<file path="src/rtl/mop_seq_accumulator_if.sv">
// Operand-in / result-out stream bundle for the sequential m-operand accumulator.
interface mop_seq_accumulator_if #(
    parameter int WIDTH    = 64,
    parameter int OPERANDS = 8
);
    localparam int SUM_W = WIDTH + $clog2(OPERANDS);
    localparam int CNT_W = $clog2(OPERANDS + 1);

    logic             in_valid;
    logic             in_ready;
    logic [WIDTH-1:0] in_data;
    logic             in_last;
    logic             out_valid;
    logic             out_ready;
    logic [SUM_W-1:0] out_sum;
    logic [CNT_W-1:0] out_count;

    modport master (
        output in_valid, in_data, in_last, out_ready,
        input  in_ready, out_valid, out_sum, out_count
    );

    modport slave (
        input  in_valid, in_data, in_last, out_ready,
        output in_ready, out_valid, out_sum, out_count
    );
endinterface

</file>
<file path="src/rtl/mop_seq_accumulator.sv">
// Sequential m-operand adder: one 3:2 CSA row per operand beat, then a chunked
// carry-propagate pass that resolves the (sum, carry) pair CHUNK bits per cycle.
//
//   state   | meaning
//   ACC     | accepting operands, folding each into S/C
//   RESOLVE | rippling S+C into out_sum one chunk per cycle
//   DONE    | result presented, waiting for out_ready
module mop_seq_accumulator #(
    parameter int WIDTH    = 64,
    parameter int OPERANDS = 8,
    parameter int CHUNK    = 16
) (
    input  logic                   clk,
    input  logic                   rst_n,
    mop_seq_accumulator_if.slave   bus
);
    localparam int SUM_W  = WIDTH + $clog2(OPERANDS);
    localparam int NCHUNK = (SUM_W + CHUNK - 1) / CHUNK;
    localparam int CNT_W  = $clog2(OPERANDS + 1);
    localparam int KW     = (NCHUNK > 1) ? $clog2(NCHUNK) : 1;

    typedef enum logic [1:0] {ACC, RESOLVE, DONE} state_t;

    state_t           state_q, state_d;
    logic [SUM_W-1:0] s_q, s_d, c_q, c_d, sum_q, sum_d;
    logic [CNT_W-1:0] cnt_q, cnt_d, outcnt_q, outcnt_d;
    logic [KW-1:0]    k_q, k_d;
    logic             cr_q, cr_d;
    logic             in_ready_q, in_ready_d, out_valid_q, out_valid_d;

    logic             accept, last_chunk;
    logic [SUM_W-1:0] x;
    logic [CHUNK-1:0] a, b;
    logic [CHUNK:0]   chunk_sum;

    assign x          = SUM_W'(bus.in_data);
    assign accept     = bus.in_valid && in_ready_q;
    assign last_chunk = (k_q == KW'(NCHUNK - 1));

    assign bus.in_ready  = in_ready_q;
    assign bus.out_valid = out_valid_q;
    assign bus.out_sum   = sum_q;
    assign bus.out_count = outcnt_q;

    // Select chunk k of S and C; bits past SUM_W in the last chunk read as zero.
    always_comb begin
        a = '0;
        b = '0;
        for (int j = 0; j < SUM_W; j++) begin
            if (k_q == KW'(j / CHUNK)) begin
                a[j % CHUNK] = s_q[j];
                b[j % CHUNK] = c_q[j];
            end
        end
        chunk_sum = {1'b0, a} + {1'b0, b} + {{CHUNK{1'b0}}, cr_q};
    end

    always_ff @(posedge clk) begin
        if (!rst_n) begin
            state_q     <= ACC;
            s_q         <= '0;
            c_q         <= '0;
            sum_q       <= '0;
            cnt_q       <= '0;
            outcnt_q    <= '0;
            k_q         <= '0;
            cr_q        <= 1'b0;
            in_ready_q  <= 1'b0;
            out_valid_q <= 1'b0;
        end else begin
            state_q     <= state_d;
            s_q         <= s_d;
            c_q         <= c_d;
            sum_q       <= sum_d;
            cnt_q       <= cnt_d;
            outcnt_q    <= outcnt_d;
            k_q         <= k_d;
            cr_q        <= cr_d;
            in_ready_q  <= in_ready_d;
            out_valid_q <= out_valid_d;
        end
    end

    always_comb begin
        state_d = state_q;
        case (state_q)
            ACC:     if (accept && (bus.in_last || cnt_d == CNT_W'(OPERANDS))) state_d = RESOLVE;
            RESOLVE: if (last_chunk) state_d = DONE;
            DONE:    if (bus.out_ready) state_d = ACC;
            default: state_d = ACC;
        endcase
    end

    always_comb begin
        s_d      = s_q;
        c_d      = c_q;
        cnt_d    = cnt_q;
        sum_d    = sum_q;
        outcnt_d = outcnt_q;
        k_d      = k_q;
        cr_d     = cr_q;
        if (accept) begin
            s_d   = s_q ^ c_q ^ x;
            c_d   = ((s_q & c_q) | (s_q & x) | (c_q & x)) << 1;
            cnt_d = cnt_q + CNT_W'(1);
            k_d   = '0;
            cr_d  = 1'b0;
        end
        if (state_q == RESOLVE) begin
            for (int j = 0; j < SUM_W; j++) begin
                if (k_q == KW'(j / CHUNK)) sum_d[j] = chunk_sum[j % CHUNK];
            end
            cr_d = chunk_sum[CHUNK];
            k_d  = k_q + KW'(1);
            if (last_chunk) outcnt_d = cnt_q;
        end
        if (state_q == DONE && bus.out_ready) begin
            s_d   = '0;
            c_d   = '0;
            cnt_d = '0;
        end
        in_ready_d  = (state_d == ACC);
        out_valid_d = (state_d == DONE);
    end
endmodule

</file>
<file path="src/flat_wrapper.sv">
// flat-port wrapper written by rule: the top's interface ports become plain ports
module mop_seq_accumulator_flat 
#(
    parameter int WIDTH    = 64,
    parameter int OPERANDS = 8,
    parameter int CHUNK    = 16
)
  (clk, rst_n, bus_in_valid, bus_in_data, bus_in_last, bus_out_ready, bus_in_ready, bus_out_valid, bus_out_sum, bus_out_count);
  mop_seq_accumulator_if #(.WIDTH(WIDTH), .OPERANDS(OPERANDS)) bus_i ();
  input  logic clk;
  input  logic rst_n;
  input wire logic [$bits(bus_i.in_valid)-1:0] bus_in_valid;
  input wire logic [$bits(bus_i.in_data)-1:0] bus_in_data;
  input wire logic [$bits(bus_i.in_last)-1:0] bus_in_last;
  input wire logic [$bits(bus_i.out_ready)-1:0] bus_out_ready;
  output wire logic [$bits(bus_i.in_ready)-1:0] bus_in_ready;
  output wire logic [$bits(bus_i.out_valid)-1:0] bus_out_valid;
  output wire logic [$bits(bus_i.out_sum)-1:0] bus_out_sum;
  output wire logic [$bits(bus_i.out_count)-1:0] bus_out_count;
  assign bus_i.in_valid = bus_in_valid;
  assign bus_i.in_data = bus_in_data;
  assign bus_i.in_last = bus_in_last;
  assign bus_i.out_ready = bus_out_ready;
  assign bus_in_ready = bus_i.in_ready;
  assign bus_out_valid = bus_i.out_valid;
  assign bus_out_sum = bus_i.out_sum;
  assign bus_out_count = bus_i.out_count;
  mop_seq_accumulator #(.WIDTH(WIDTH), .OPERANDS(OPERANDS), .CHUNK(CHUNK)) u_core (.clk(clk), .rst_n(rst_n), .bus(bus_i));
endmodule
</file>
<file path="config.mk">
export PLATFORM = sky130hd
export DESIGN_NAME = mop_seq_accumulator_flat
export DESIGN_NICKNAME = d
export VERILOG_FILES = /design/src/rtl/mop_seq_accumulator_if.sv /design/src/rtl/mop_seq_accumulator.sv /design/src/flat_wrapper.sv
export SDC_FILE = /design/constraint.sdc
export NUM_CORES = 1
export LEC_CHECK = 0
export BUFFER_PORTS_ARGS = -buffer_cell sky130_fd_sc_hd__clkbuf_2
export CORE_ASPECT_RATIO = 1.75
export CORE_MARGIN = 4
export CORE_UTILIZATION = 43
export DETAILED_ROUTE_END_ITERATION = 16
export PLACE_DENSITY = 0.71
export SLEW_MARGIN = 20
export SYNTH_ARGS = -nofsm -noshare
export SYNTH_HDL_FRONTEND = slang
export SYNTH_SLANG_ARGS = --single-unit
</file>
<file path="constraint.sdc">
create_clock -name clk -period 4.8 [get_ports clk]
set_clock_uncertainty 0.1 [all_clocks]
set_input_delay 0.48 -clock clk [delete_from_list [all_inputs] [get_ports clk]]
set_output_delay 0.48 -clock clk [all_outputs]
set_load 0.01 [all_outputs]
</file>
==> impl_metrics.ini, run 1 <==
[worst_setup_path]
critical_path.max_fanout = 30
cp_num_cells = 14
worst_path_bufs_invs = 2
family_of_cells_with_the_greatest_summed_delay_on_the_critical_path = compound AO/OA/AOI/OAI gates
worstSetupStartpointType = register
critPathSlowestCell = sky130_fd_sc_hd__o31ai_1
critical_path_arrival_ns = 4.41
cp_slowest_stage_delay_ns = 0.56
ff2ff_path_depth = 14
series_of_cell_instances_along_the_critical_path = inv_1, ha_1, nor3b_2, buf_4, a221oi_1, nor3_1, a21oi_1, a21oi_1, ha_1, nor2b_1, o31ai_1, a21oi_1, nor3_1, o31ai_1
critical_path.most_common_cell = sky130_fd_sc_hd__a21oi_1
critical_path_type = reg -> reg
cp-end-kind = register
critPathRequiredTime_ns = 5.08

[placed_design]
dpl_worst_slack_ns = 0.775
dp_hpwl_um = 21400
placement.cell_area_sq_um = 11600
placed_cells_incl_taps = 1670
port_buffers = 141
globalplace.congestion = 0.888

[route]
via_per_inst = 5.51
route.final.wire_length_um = 29500
wl_per_cell_um = 17.3
detail_route.iter0.violations = 735
drt.antenna.violating_nets = 0
firstDrtPassIters = 5
via_count = 9415
drc = 0

[sta]
final.min_clock_period_ns = 4.13
setup_viol = 0
fin_crit_sh_pct = 86.1
worst_hold_slack_ns = 0.259
drv_slew = 0
achievable-frequency_mhz = 242
slew_headroom_pct = 35.7
fin_tns_setup_ns = 0
grt_setup_unrepaired = no
timing_worst_slew_pin_value_ns = 0.965
report.final.hold_viol_count = 0
fin_ws_ns = 0.669

[power]
power.share.switching_pct = 25.2
p_switching_mw = 1.03
power_density_nw_per_um2 = 331
leak_pwr_nw = 4.85
max_ir_drop_vdd_uv = 235
sequential_group_share_of_total_power_pct = 45.7
totalPowerFinal_mw = 4.11
internal-power_mw = 3.08
comb_power_share_pct = 8.8
share_clk_of_total_power_pct = 45.5

[global_route]
antenna_violations_before_repair = 0
globalRouteTotalUtil_pct = 20.7
grt-ovfl-total = 0
grt_pass1_wl_um = 47000
grt_start_max_net_pins = 90
grt_pass1_vias = 9086

[synth]
synth_top_flop_cell = sky130_fd_sc_hd__dfxtp_1
synth.net_count = 1454
yosys_warnings = 0
synth-seq-cells = 216
seq_total_area_yosys_pct = 40.2
netlist.top_cell.by_area = sky130_fd_sc_hd__dfxtp_1
syn_inst = 1296
ys_types = 52
postSynth.asyncResetShare_pct = 0
yosys.area.top_type_share_pct = 40.2
synth_enable_flop_cells = 0
syn_avg_cell_area_sq_um = 8.30
post_synth_main_area_contributors = sky130_fd_sc_hd__dfxtp_1 40%, sky130_fd_sc_hd__nand2_1 13%, sky130_fd_sc_hd__fa_1 12%
post_synth_instance_area_sq_um = 10800

[die]
overall_die_area_sq_um = 27700
floorplan.rows = 76
placeableCoreArea_sq_um = 24600
start_util_pct = 43.7
io_pins = 142
die_width_um = 128
floorplan.die.height_um = 217

[cells_and_area]
layout-area-overhead-vs-synth_pct = 15.4
post-route-cell-area_sq_um = 12400
layoutNonFillerInstCount = 1710
insertedDiodeCount = 0
mostFrequentLayoutCell = sky130_fd_sc_hd__nand2_1
mostFrequentLayoutCells = 372 x sky130_fd_sc_hd__nand2_1, 216 x sky130_fd_sc_hd__dfxtp_1, 195 x sky130_fd_sc_hd__a21oi_1, 141 x sky130_fd_sc_hd__clkbuf_2, 69 x sky130_fd_sc_hd__o21ai_0
layout.core_utilization_pct = 50.4
layout_net_count = 1540
final_layout_size_suffix_gt1_share_pct = 14.8

[outcome]
status = finished clean

[clock_tree]
clock_sinks = 216
postCtsHoldBufs = 0
tritoncts_clock_tree = done
clock_insertion_delay_worst_skew_ns = 0.52
htree_levels = 1
clock-root-buffer = sky130_fd_sc_hd__clkbuf_16
cts_resized = 0
cts_post_setup_buffers_inserted = 0
cts_made_buffers = 22
clk_pin_slew_ns = 0.06
ctsLongestPathBuffers = 3

[worst_hold_path]
hold_path_depth = 4
hold_path.class = in -> reg

[flow_run]
maxCapViolations = 0
[layout make-up]
type | count | area, sq um
Inverter | 8 | 30.0
Clock inverter | 11 | 148
Multi-Input combinational cell | 980 | 6080
Fill cell | 2379 | 12200
Tap cell | 312 | 390
Clock buffer | 29 | 648
Timing Repair Buffer | 154 | 803
Sequential cell | 216 | 4320
[sequential cells by signal, indices dropped and copies added (netlist names)]
name / flops
u_core.s_q: 67
u_core.state_q: 2
u_core.c_q: 66
u_core.bus.out_sum: 67
u_core.bus.out_count: 4
u_core.cnt_q: 4
u_core.k_q: 3
u_core.bus.in_ready: 1
u_core.cr_q: 1
u_core.bus.out_valid: 1
[cell usage after synthesis (all sizes together), types with 2 or more instances]
| cell | count |
|---|---|
| nor3b | 4 |
| a221oi | 5 |
| fa | 65 |
| or3 | 3 |
| o311ai | 5 |
| nand4 | 3 |
| nand2 | 374 |
| a221o | 26 |
| a21o | 12 |
| nand3 | 51 |
| o211ai | 11 |
| inv | 8 |
| o211a | 2 |
| a311o | 4 |
| nor2 | 40 |
| buf | 20 |
| a21oi | 196 |
| clkbuf | 72 |
| dfxtp | 216 |
| nor4 | 4 |
| nand2b | 4 |
| ha | 24 |
| a2111oi | 6 |
| nor2b | 4 |
| o21ai | 71 |
| o31ai | 13 |
| and3 | 3 |
| a211oi | 7 |
| and2 | 4 |
| xnor2 | 3 |
| nor3 | 12 |
| o21a | 9 |
| xor2 | 5 |
[power by group through the flow]
stage,Clock [mW],Sequential [mW],Combinational [mW]
2_1_floorplan,0,1.91,0.239
3_3_place_gp,0,1.92,0.351
3_5_place_dp,0,1.92,0.360
4_1_cts,1.90,1.88,0.363
5_1_grt,1.96,1.89,0.409
6_report,1.87,1.88,0.360
[layer usage]
metal	vias up	track usage, %	part of all wire (%)
met5	-	0	0
met4	0	6.76	3.1
met3	58	2.68	4.9
met2	255	37.6	52
met1	4469	25.1	40
li1	4633	-	-
[cell families (layout without fill, tap and decap cells)]
| family | Yosys count | in the layout | synth area share [%] |
|---|---|---|---|
| XOR/XNOR | 8 | 8 | 0.651 |
| buffers and inverters | 100 | 202 | 3.61 |
| multiplexers | 1 | 1 | 0.0930 |
| AND/OR/NAND/NOR | 508 | 508 | 19.4 |
| flip-flops | 216 | 216 | 40.2 |
| adder cells (fa/ha/maj) | 89 | 89 | 14.9 |
| AO/OA/AOI/OAI | 374 | 374 | 21.2 |
[worst paths after layout]
| check | start | to | slack [ns] |
|---|---|---|---|
| max | u_core.k_q[0] | u_core.bus.out_sum[10] | 0.67 |
| min | bus_out_ready | u_core.state_q[1] | 0.26 |
| max reg2reg | u_core.k_q[0] | u_core.bus.out_sum[10] | 0.67 |
| min reg2reg | u_core.bus.out_sum[23] | u_core.bus.out_sum[23] | 0.36 |
[worst register-to-register path: stages (launching register included)]
cell and delay (ns):
sky130_fd_sc_hd__dfxtp_1 0.39, sky130_fd_sc_hd__inv_1 0.09, sky130_fd_sc_hd__ha_1 0.27, sky130_fd_sc_hd__nor3b_2 0.19, sky130_fd_sc_hd__buf_4 0.25, sky130_fd_sc_hd__a221oi_1 0.29
sky130_fd_sc_hd__nor3_1 0.09, sky130_fd_sc_hd__a21oi_1 0.19, sky130_fd_sc_hd__a21oi_1 0.10, sky130_fd_sc_hd__ha_1 0.38, sky130_fd_sc_hd__nor2b_1 0.18, sky130_fd_sc_hd__o31ai_1 0.56
sky130_fd_sc_hd__a21oi_1 0.34, sky130_fd_sc_hd__nor3_1 0.46, sky130_fd_sc_hd__o31ai_1 0.14
Power figures use the tool's default switching activity.
==> run 2, diff against run 1 <==
Settings changed: CTS_BUF_LIST from default to sky130_fd_sc_hd__clkbuf_8 sky130_fd_sc_hd__clkbuf_16.
==> impl_metrics.ini, run 2 (synthesis results as in run 1) <==
[clock_tree]
clock_sinks = 216
postCtsHoldBufs = 0
cts_resized = 0
htree_levels = 1
tritoncts_clock_tree = done
clock_insertion_delay_worst_skew_ns = 0.52
clock-root-buffer = sky130_fd_sc_hd__clkbuf_16
cts_made_buffers = 22
ctsLongestPathBuffers = 3
clk_pin_slew_ns = 0.06
cts_post_setup_buffers_inserted = 0

[global_route]
grt_pass1_vias = 9086
antenna_violations_before_repair = 0
grt-ovfl-total = 0
globalRouteTotalUtil_pct = 20.7
grt_start_max_net_pins = 90
grt_pass1_wl_um = 47000

[die]
floorplan.die.height_um = 217
placeableCoreArea_sq_um = 24600
overall_die_area_sq_um = 27700
start_util_pct = 43.7
io_pins = 142
die_width_um = 128
floorplan.rows = 76

[power]
leak_pwr_nw = 4.85
max_ir_drop_vdd_uv = 235
power_density_nw_per_um2 = 331

[sta]
final.min_clock_period_ns = 4.13
drv_slew = 0
fin_crit_sh_pct = 86.1
report.final.hold_viol_count = 0
timing_worst_slew_pin_value_ns = 0.965
grt_setup_unrepaired = no
fin_tns_setup_ns = 0
setup_viol = 0
slew_headroom_pct = 35.7
achievable-frequency_mhz = 242

[outcome]
status = finished clean

[worst_setup_path]
critical_path_type = reg -> reg
critical_path.max_fanout = 30
critical_path_arrival_ns = 4.42
critPathRequiredTime_ns = 5.08
cp-end-kind = register
worstSetupStartpointType = register

[placed_design]
placement.cell_area_sq_um = 11600
port_buffers = 141
dp_hpwl_um = 21400
globalplace.congestion = 0.888

[route]
drc = 0
route.final.wire_length_um = 29500
drt.antenna.violating_nets = 0
firstDrtPassIters = 5
wl_per_cell_um = 17.3
detail_route.iter0.violations = 738
via_per_inst = 5.50
via_count = 9412

[cells_and_area]
layout-area-overhead-vs-synth_pct = 15.4
final_layout_size_suffix_gt1_share_pct = 14.8
post-route-cell-area_sq_um = 12400
mostFrequentLayoutCell = sky130_fd_sc_hd__nand2_1
insertedDiodeCount = 0
mostFrequentLayoutCells = 372 x sky130_fd_sc_hd__nand2_1, 216 x sky130_fd_sc_hd__dfxtp_1, 195 x sky130_fd_sc_hd__a21oi_1, 141 x sky130_fd_sc_hd__clkbuf_2, 69 x sky130_fd_sc_hd__o21ai_0
layout_net_count = 1540

[worst_hold_path]
hold_path.class = in -> reg

[flow_run]
maxCapViolations = 0
-- run 2: cell count changes in the layout (fill, tap and decap cells not counted), sizes merged --
| cell | delta |
|---|---|
| inv | +1 |
| clkbuf | -1 |
-- run 2: through the flow --
stage	hold slack, ns	total power [mW]	util [%]	setup WS, ns	std cells
after global routing	0.282	4.25	50.4	0.486	1710
after CTS	0.247	4.14	50.4	0.728	1710
after floorplan	0.344	2.15	-	1.20	1296
after global placement	0.342	2.27	47.2	0.895	1670
final	0.258	4.11	50.4	0.667	1710
after detailed placement	0.347	2.28	47.2	0.775	1670
-- run 2: final cells by class --
cell class | instances | area, sq um
Clock buffer | 28 | 644
Inverter | 8 | 30.0
Tap cell | 312 | 390
Clock inverter | 12 | 151
Sequential cell | 216 | 4320
Multi-Input combinational cell | 980 | 6080
Timing Repair Buffer | 154 | 803
Fill cell | 2379 | 12200
-- run 2: power by group --
part	switching (mW)	internal [mW]	total, mW
clock network	0.754	1.12	1.87
logic	0.236	0.124	0.360
registers	0.0449	1.84	1.88
-- run 2: worst paths after layout --
check             depth (start not counted)                    from                     end  slack [ns]
setup / recovery                         14           u_core.k_q[0]  u_core.bus.out_sum[10]        0.67
hold / removal                            4          bus_in_data[0]           u_core.s_q[0]        0.26
setup reg to reg                         14           u_core.k_q[0]  u_core.bus.out_sum[10]        0.67
hold reg to reg                           2  u_core.bus.out_sum[23]  u_core.bus.out_sum[23]        0.36
-- run 2: routing by layer --
metal	global-route usage (%)	wire length (um)	vias up
met5	0	0	-
met4	6.76	910	0
met3	2.68	1450	56
met2	37.6	15300	253
met1	25.1	11900	4471
li1	-	-	4632
-- run 2: critical path: stages, from the launching register on --
cell                       delay (ns)
sky130_fd_sc_hd__dfxtp_1         0.39
sky130_fd_sc_hd__inv_1           0.08
sky130_fd_sc_hd__ha_1            0.27
sky130_fd_sc_hd__nor3b_2         0.19
sky130_fd_sc_hd__buf_4           0.25
sky130_fd_sc_hd__a221oi_1        0.28
sky130_fd_sc_hd__nor3_1          0.09
sky130_fd_sc_hd__a21oi_1         0.19
sky130_fd_sc_hd__a21oi_1         0.10
sky130_fd_sc_hd__ha_1            0.38
sky130_fd_sc_hd__nor2b_1         0.18
sky130_fd_sc_hd__o31ai_1         0.56
sky130_fd_sc_hd__a21oi_1         0.34
sky130_fd_sc_hd__nor3_1          0.46
sky130_fd_sc_hd__o31ai_1         0.14
